==> src/rtl/change_dispenser.sv <==
// Greedy change dispenser: pays an amount out as a sequence of coins over four denominations.
// Optional ack-timeout abort is built when CHANGE_DISP_TIMEOUT_EN is defined.
module change_dispenser #(
   parameter int               AMT_W          = 10,
   parameter logic [AMT_W-1:0] DENOM_3        = 10'd100,
   parameter logic [AMT_W-1:0] DENOM_2        = 10'd50,
   parameter logic [AMT_W-1:0] DENOM_1        = 10'd10,
   parameter logic [AMT_W-1:0] DENOM_0        = 10'd5,
   parameter int               TIMEOUT_CYCLES = 1000
) (
   input  logic             i_clk,
   input  logic             i_rst,
   input  logic             i_start,
   input  logic [AMT_W-1:0] i_change,
   input  logic [3:0]       i_hopper_empty,
   input  logic             i_coin_ack,
   output logic             o_coin_valid,
   output logic [1:0]       o_coin_sel,
   output logic             o_busy,
   output logic             o_done,
   output logic             o_short,
   output logic             o_fault,
   output logic [AMT_W-1:0] o_remaining,
   output logic [7:0]       o_coin_cnt
);

   typedef enum logic [1:0] {
      IDLE,
      SELECT,
      ISSUE,
      DONE
   } state_t;

   localparam logic [AMT_W-1:0] DENOM [4] = '{DENOM_0, DENOM_1, DENOM_2, DENOM_3};

   if (!((DENOM_3 > DENOM_2) && (DENOM_2 > DENOM_1) && (DENOM_1 > DENOM_0) && (DENOM_0 > 0))
       || (TIMEOUT_CYCLES < 1)) begin : gBadParams
      $error("change_dispenser: denominations must be strictly decreasing and nonzero");
   end

   state_t           state_q;
   logic [AMT_W-1:0] remaining_q;
   logic [1:0]       sel_q;
   logic             coinValid_q;
   logic             busy_q;
   logic             done_q;
   logic             short_q;
   logic [7:0]       coinCnt_q;

   logic             selFound_d;
   logic [1:0]       selIdx_d;
   logic [AMT_W-1:0] remaining_d;
   logic [7:0]       coinCnt_d;

`ifdef CHANGE_DISP_TIMEOUT_EN
   localparam int TMO_W = $clog2(TIMEOUT_CYCLES + 1);
   logic [TMO_W-1:0] tmoCnt_q;
   logic             fault_q;
   assign o_fault = fault_q;
`else
   assign o_fault = 1'b0;
`endif

   // Ascending scan so the highest eligible denomination wins.
   always_comb begin
      selFound_d = 1'b0;
      selIdx_d   = 2'd0;
      for (int k = 0; k < 4; k++) begin
         if (!i_hopper_empty[k] && (DENOM[k] <= remaining_q)) begin
            selFound_d = 1'b1;
            selIdx_d   = 2'(k);
         end
      end
   end

   assign remaining_d = remaining_q - DENOM[sel_q];
   assign coinCnt_d   = (coinCnt_q == 8'hFF) ? coinCnt_q : coinCnt_q + 8'd1;

   always_ff @(posedge i_clk) begin
      if (i_rst) begin
         state_q     <= IDLE;
         remaining_q <= '0;
         sel_q       <= 2'd0;
         coinValid_q <= 1'b0;
         busy_q      <= 1'b0;
         done_q      <= 1'b0;
         short_q     <= 1'b0;
         coinCnt_q   <= 8'd0;
`ifdef CHANGE_DISP_TIMEOUT_EN
         tmoCnt_q    <= '0;
         fault_q     <= 1'b0;
`endif
      end else begin
         case (state_q)
            IDLE: begin
               done_q <= 1'b0;
               if (i_start) begin
                  remaining_q <= i_change;
                  coinCnt_q   <= 8'd0;
                  short_q     <= 1'b0;
`ifdef CHANGE_DISP_TIMEOUT_EN
                  fault_q     <= 1'b0;
`endif
                  busy_q      <= 1'b1;
                  state_q     <= SELECT;
               end
            end
            SELECT: begin
               if (selFound_d) begin
                  sel_q       <= selIdx_d;
                  coinValid_q <= 1'b1;
`ifdef CHANGE_DISP_TIMEOUT_EN
                  tmoCnt_q    <= '0;
`endif
                  state_q     <= ISSUE;
               end else begin
                  short_q <= (remaining_q != '0);
                  done_q  <= 1'b1;
                  state_q <= DONE;
               end
            end
            ISSUE: begin
               if (i_coin_ack) begin
                  remaining_q <= remaining_d;
                  coinCnt_q   <= coinCnt_d;
                  coinValid_q <= 1'b0;
                  state_q     <= SELECT;
               end
`ifdef CHANGE_DISP_TIMEOUT_EN
               // Abort leaves remaining and count untouched so the residual is visible.
               else if (tmoCnt_q == TMO_W'(TIMEOUT_CYCLES)) begin
                  coinValid_q <= 1'b0;
                  fault_q     <= 1'b1;
                  short_q     <= (remaining_q != '0);
                  done_q      <= 1'b1;
                  state_q     <= DONE;
               end else begin
                  tmoCnt_q <= tmoCnt_q + 1'b1;
               end
`endif
            end
            DONE: begin
               done_q  <= 1'b0;
               busy_q  <= 1'b0;
               state_q <= IDLE;
            end
            default: state_q <= IDLE;
         endcase
      end
   end

   assign o_coin_valid = coinValid_q;
   assign o_coin_sel   = sel_q;
   assign o_busy       = busy_q;
   assign o_done       = done_q;
   assign o_short      = short_q;
   assign o_remaining  = remaining_q;
   assign o_coin_cnt   = coinCnt_q;

endmodule

==> config.mk <==
export PLATFORM = sky130hd
export DESIGN_NAME = change_dispenser
export DESIGN_NICKNAME = d
export VERILOG_FILES = /design/src/rtl/change_dispenser.sv
export SDC_FILE = /design/constraint.sdc
export NUM_CORES = 1
export LEC_CHECK = 0
export ABC_AREA = 1
export BUFFER_PORTS_ARGS = -buffer_cell sky130_fd_sc_hd__buf_4
export CAP_MARGIN = 25
export CORE_UTILIZATION = 40
export CTS_BUF_LIST = sky130_fd_sc_hd__clkbuf_4 sky130_fd_sc_hd__clkbuf_8 sky130_fd_sc_hd__clkbuf_16
export CTS_CLUSTER_DIAMETER = 80
export DETAILED_ROUTE_END_ITERATION = 8
export GPL_ROUTABILITY_DRIVEN = 0
export PLACE_DENSITY = 0.74
export SYNTH_ARGS = -nofsm -noshare
export SYNTH_HDL_FRONTEND = slang
export SYNTH_SLANG_ARGS = --single-unit
==> constraint.sdc <==
create_clock -name i_clk -period 1.8 [get_ports i_clk]
set_input_delay 0.18 -clock i_clk [delete_from_list [all_inputs] [get_ports i_clk]]
set_output_delay 0.18 -clock i_clk [all_outputs]
set_load 0.005 [all_outputs]
==> flow_summary.json <==
{
  "layout-drive-gt1-share_pct": 34.6,
  "final-hold-violation-count": 0,
  "clk-insertion-delay-late_ps": 270,
  "min_path_type": "input pin to flip-flop",
  "cp_slowest_cell": "dfxtp_4",
  "status": "finished, violations left",
  "worstPathMaxFanout": 4,
  "grt_start_max_net_pins": 17,
  "nets": 371,
  "maxSlewViolCount": 0,
  "wl_per_cell_um": 13.2,
  "synth_nets": 307,
  "comb_power_share_pct": 70.0,
  "fp.dieW_um": 69.3,
  "setup_viol": 7,
  "initial_core_util_pct": 41.6,
  "skew_ps": 1.55,
  "cts_inserted_buffers": 3,
  "coreArea_um2": 4350,
  "io_pins": 43,
  "cp-startpoint": "o_coin_sel[1]",
  "final_cell_area_um2": 2590,
  "ys_seq_area_share_pct": 28.7,
  "synth.distinct_cells": 31,
  "ctsHoldBuffers": 0,
  "syn_area_um2": 1810,
  "period_share_pct": 105,
  "grt_pass1_vias": 1846,
  "p_sw_share_pct": 47.2,
  "layout_commonest_cell": "buf_4",
  "synth-edff-count": 0,
  "p_int_uw": 2650,
  "arrival_ps": 2110,
  "endpoint_kind": "flip-flop",
  "fin_ws_ps": -90.7,
  "overflow": 0,
  "fill_cells": 383,
  "first_pass_iters": 4,
  "cts_tree": "done",
  "yosys_warnings": 0,
  "power_density_nw_per_um2": 1940,
  "viasPerCell": 5.22,
  "grtUsageTotal_pct": 20.5,
  "yosys_register_bits": 26,
  "cp_top_family": "adder cells",
  "setup_tns_ps": -457,
  "violations": "setup timing",
  "syn_to_final_growth_pct": 42.8,
  "rows": 24,
  "synth_ff_type": "dfxtp_1",
  "cts_htree_levels": 1,
  "crit_buf_inv": 2,
  "holdWs_ps": 171,
  "cts.sinks": 26,
  "cp.required_ps": 2020,
  "min_period_ps": 1890,
  "clk_path_buf_depth": 2,
  "path_cells": "inv_4, ha_4, ha_4, fa_2, inv_2, nand3_2, nand2_2, nand4_1, nand2_1, nand2_1, nand3_1, nand2_1, a21oi_1",
  "r2r.worst_path.cells": 13,
  "p_seq_share_pct": 20.0,
  "final_cell_mix": "buf_4, nand2_1, nor2_1",
  "hp-start": "i_change[6]",
  "p_clk_share_pct": 10.0,
  "syn_inst": 272,
  "ant_nets": 0,
  "worst_r2r_startpoint": "o_coin_sel[1]",
  "place_area_um2": 2300,
  "holdPathStages": 3,
  "fmax_ghz": 0.529,
  "p_switching_uw": 2370,
  "grt_pass1_wl_mm": 8.09,
  "rsz0062_at_grt": "yes",
  "leakage_uw": 0.00121,
  "hpwl_mm": 3.54,
  "cp.depth": 13,
  "fp.dieH_um": 69.3,
  "clkTransAtPathRegs_ps": 100,
  "avgSynthCellArea_um2": 6.67,
  "antenna_found_initial": 0,
  "crit_top_cell": "nand2_1",
  "crit_type": "flip-flop to flip-flop",
  "synthArstFlopShare_pct": 0,
  "drt_first_iter_violations": 173,
  "dr_total_vias": 2021,
  "dieArea_um2": 4810,
  "insertedDiodeCount": 0,
  "wl_mm": 5.11,
  "drcViolationCount": 0,
  "cap_violations": 0,
  "cts_root_buffer": "clkbuf_8",
  "cp_slowest_stage_delay_ps": 390,
  "critPathLaunchType": "flip-flop",
  "io_buffers": 41,
  "max-vdd-ir-drop_mv": 0.767,
  "final_util_pct": 59.5
}
repair_timing:
item,4_1_cts,5_1_grt
setup buffers,6,2
pin swaps,7,5
gates resized for setup,17,24
setup endpoints to repair,5,16
hold endpoints to repair,0,0
cloned,0,0
worst paths after layout:
| check | end | slack (ps) |
|---|---|---|
| worst min register to register | o_coin_valid | 470 |
| worst max register to register | o_remaining[8] | -90 |
| worst min-delay path | o_remaining[6] | 170 |
| worst max-delay path | o_remaining[8] | -90 |
routing by layer:
layer	wire (um)	track usage, %	vias up
met1	2330	26.1	941
li1	-	-	1014
met3	183	1.89	12
met5	0	0	-
met2	2500	35.4	54
met4	104	8.39	0
per-stage QoR:
step | instances | power [uW] | setup slack, ps
after floorplan | 272 | 2860 | 7.46
after global placement | 375 | 3720 | -22.4
after detailed placement | 375 | 3810 | -133
after CTS | 385 | 4650 | -67.9
after global routing | 387 | 5410 | -170
final | 387 | 5010 | -90.7
Yosys cell counts (2+ instances only):
master    number  share of area (%)
o21bai_1       2               0.83
a221oi_1       2               0.97
inv_1         37                7.7
clkbuf_1       3               0.62
o21a_1         2               0.83
o21ai_0       14                3.9
nand2_1       54                 11
a21oi_1       32                8.8
nand2_2        2               0.69
ha_1          16                 11
nor3_1         5                1.4
nor2_1        34                7.0
inv_2          3               0.62
nand4_1        3                1.0
nand3_1       13                3.6
nand3b_1       2               0.83
a211oi_1       6                2.5
xor2_1         4                1.9
dfxtp_1       26                 29
power groups by stage:
stage / Combinational, uW / Sequential, uW / Clock [uW]
6_report: 3510 / 1000 / 504
5_1_grt: 3840 / 1040 / 533
2_1_floorplan: 1900 / 961 / 0
4_1_cts: 3160 / 972 / 510
3_3_place_gp: 2740 / 978 / 0
3_5_place_dp: 2830 / 981 / 0
worst register-to-register path: stages, from the launching register on:
cell     delay (ps)
dfxtp_4         390
inv_4            50
ha_4            160
ha_4            160
fa_2            360
inv_2            70
nand3_2          60
nand2_2         110
nand4_1         120
nand2_1          80
nand2_1          50
nand3_1          70
nand2_1          60
a21oi_1         100
registers in the layout (all words and copies together), names as in the netlist:
register / flops
o_busy: 1
o_coin_cnt: 8
o_coin_sel: 2
o_coin_valid: 1
o_done: 1
o_remaining: 10
o_short: 1
state_q: 2
cell type report:
type / count / area [um^2] / area share, %
multi-input combinational: 201 / 1280 / 49.4
sequential: 26 / 532 / 20.5
timing repair buffer: 64 / 488 / 18.8
inverter: 40 / 153 / 5.90
tap: 52 / 65.1 / 2.51
clock buffer: 3 / 41.3 / 1.59
clock inverter: 1 / 30.0 / 1.16
cells by family (layout without fill, tap and decap cells):
| family | Yosys count | count (layout) | share of synthesized area, % |
|---|---|---|---|
| XOR/XNOR | 4 | 4 | 1.93 |
| adder cells (fa/ha/maj) | 17 | 17 | 12.1 |
| AND/OR/NAND/NOR | 118 | 118 | 28.0 |
| AO/OA/AOI/OAI | 61 | 61 | 19.0 |
| buffers and inverters | 45 | 108 | 9.94 |
| flip-flops | 26 | 26 | 28.7 |
| other | 1 | 1 | 0.207 |
Note: power is estimated with default switching activity, not from simulation.
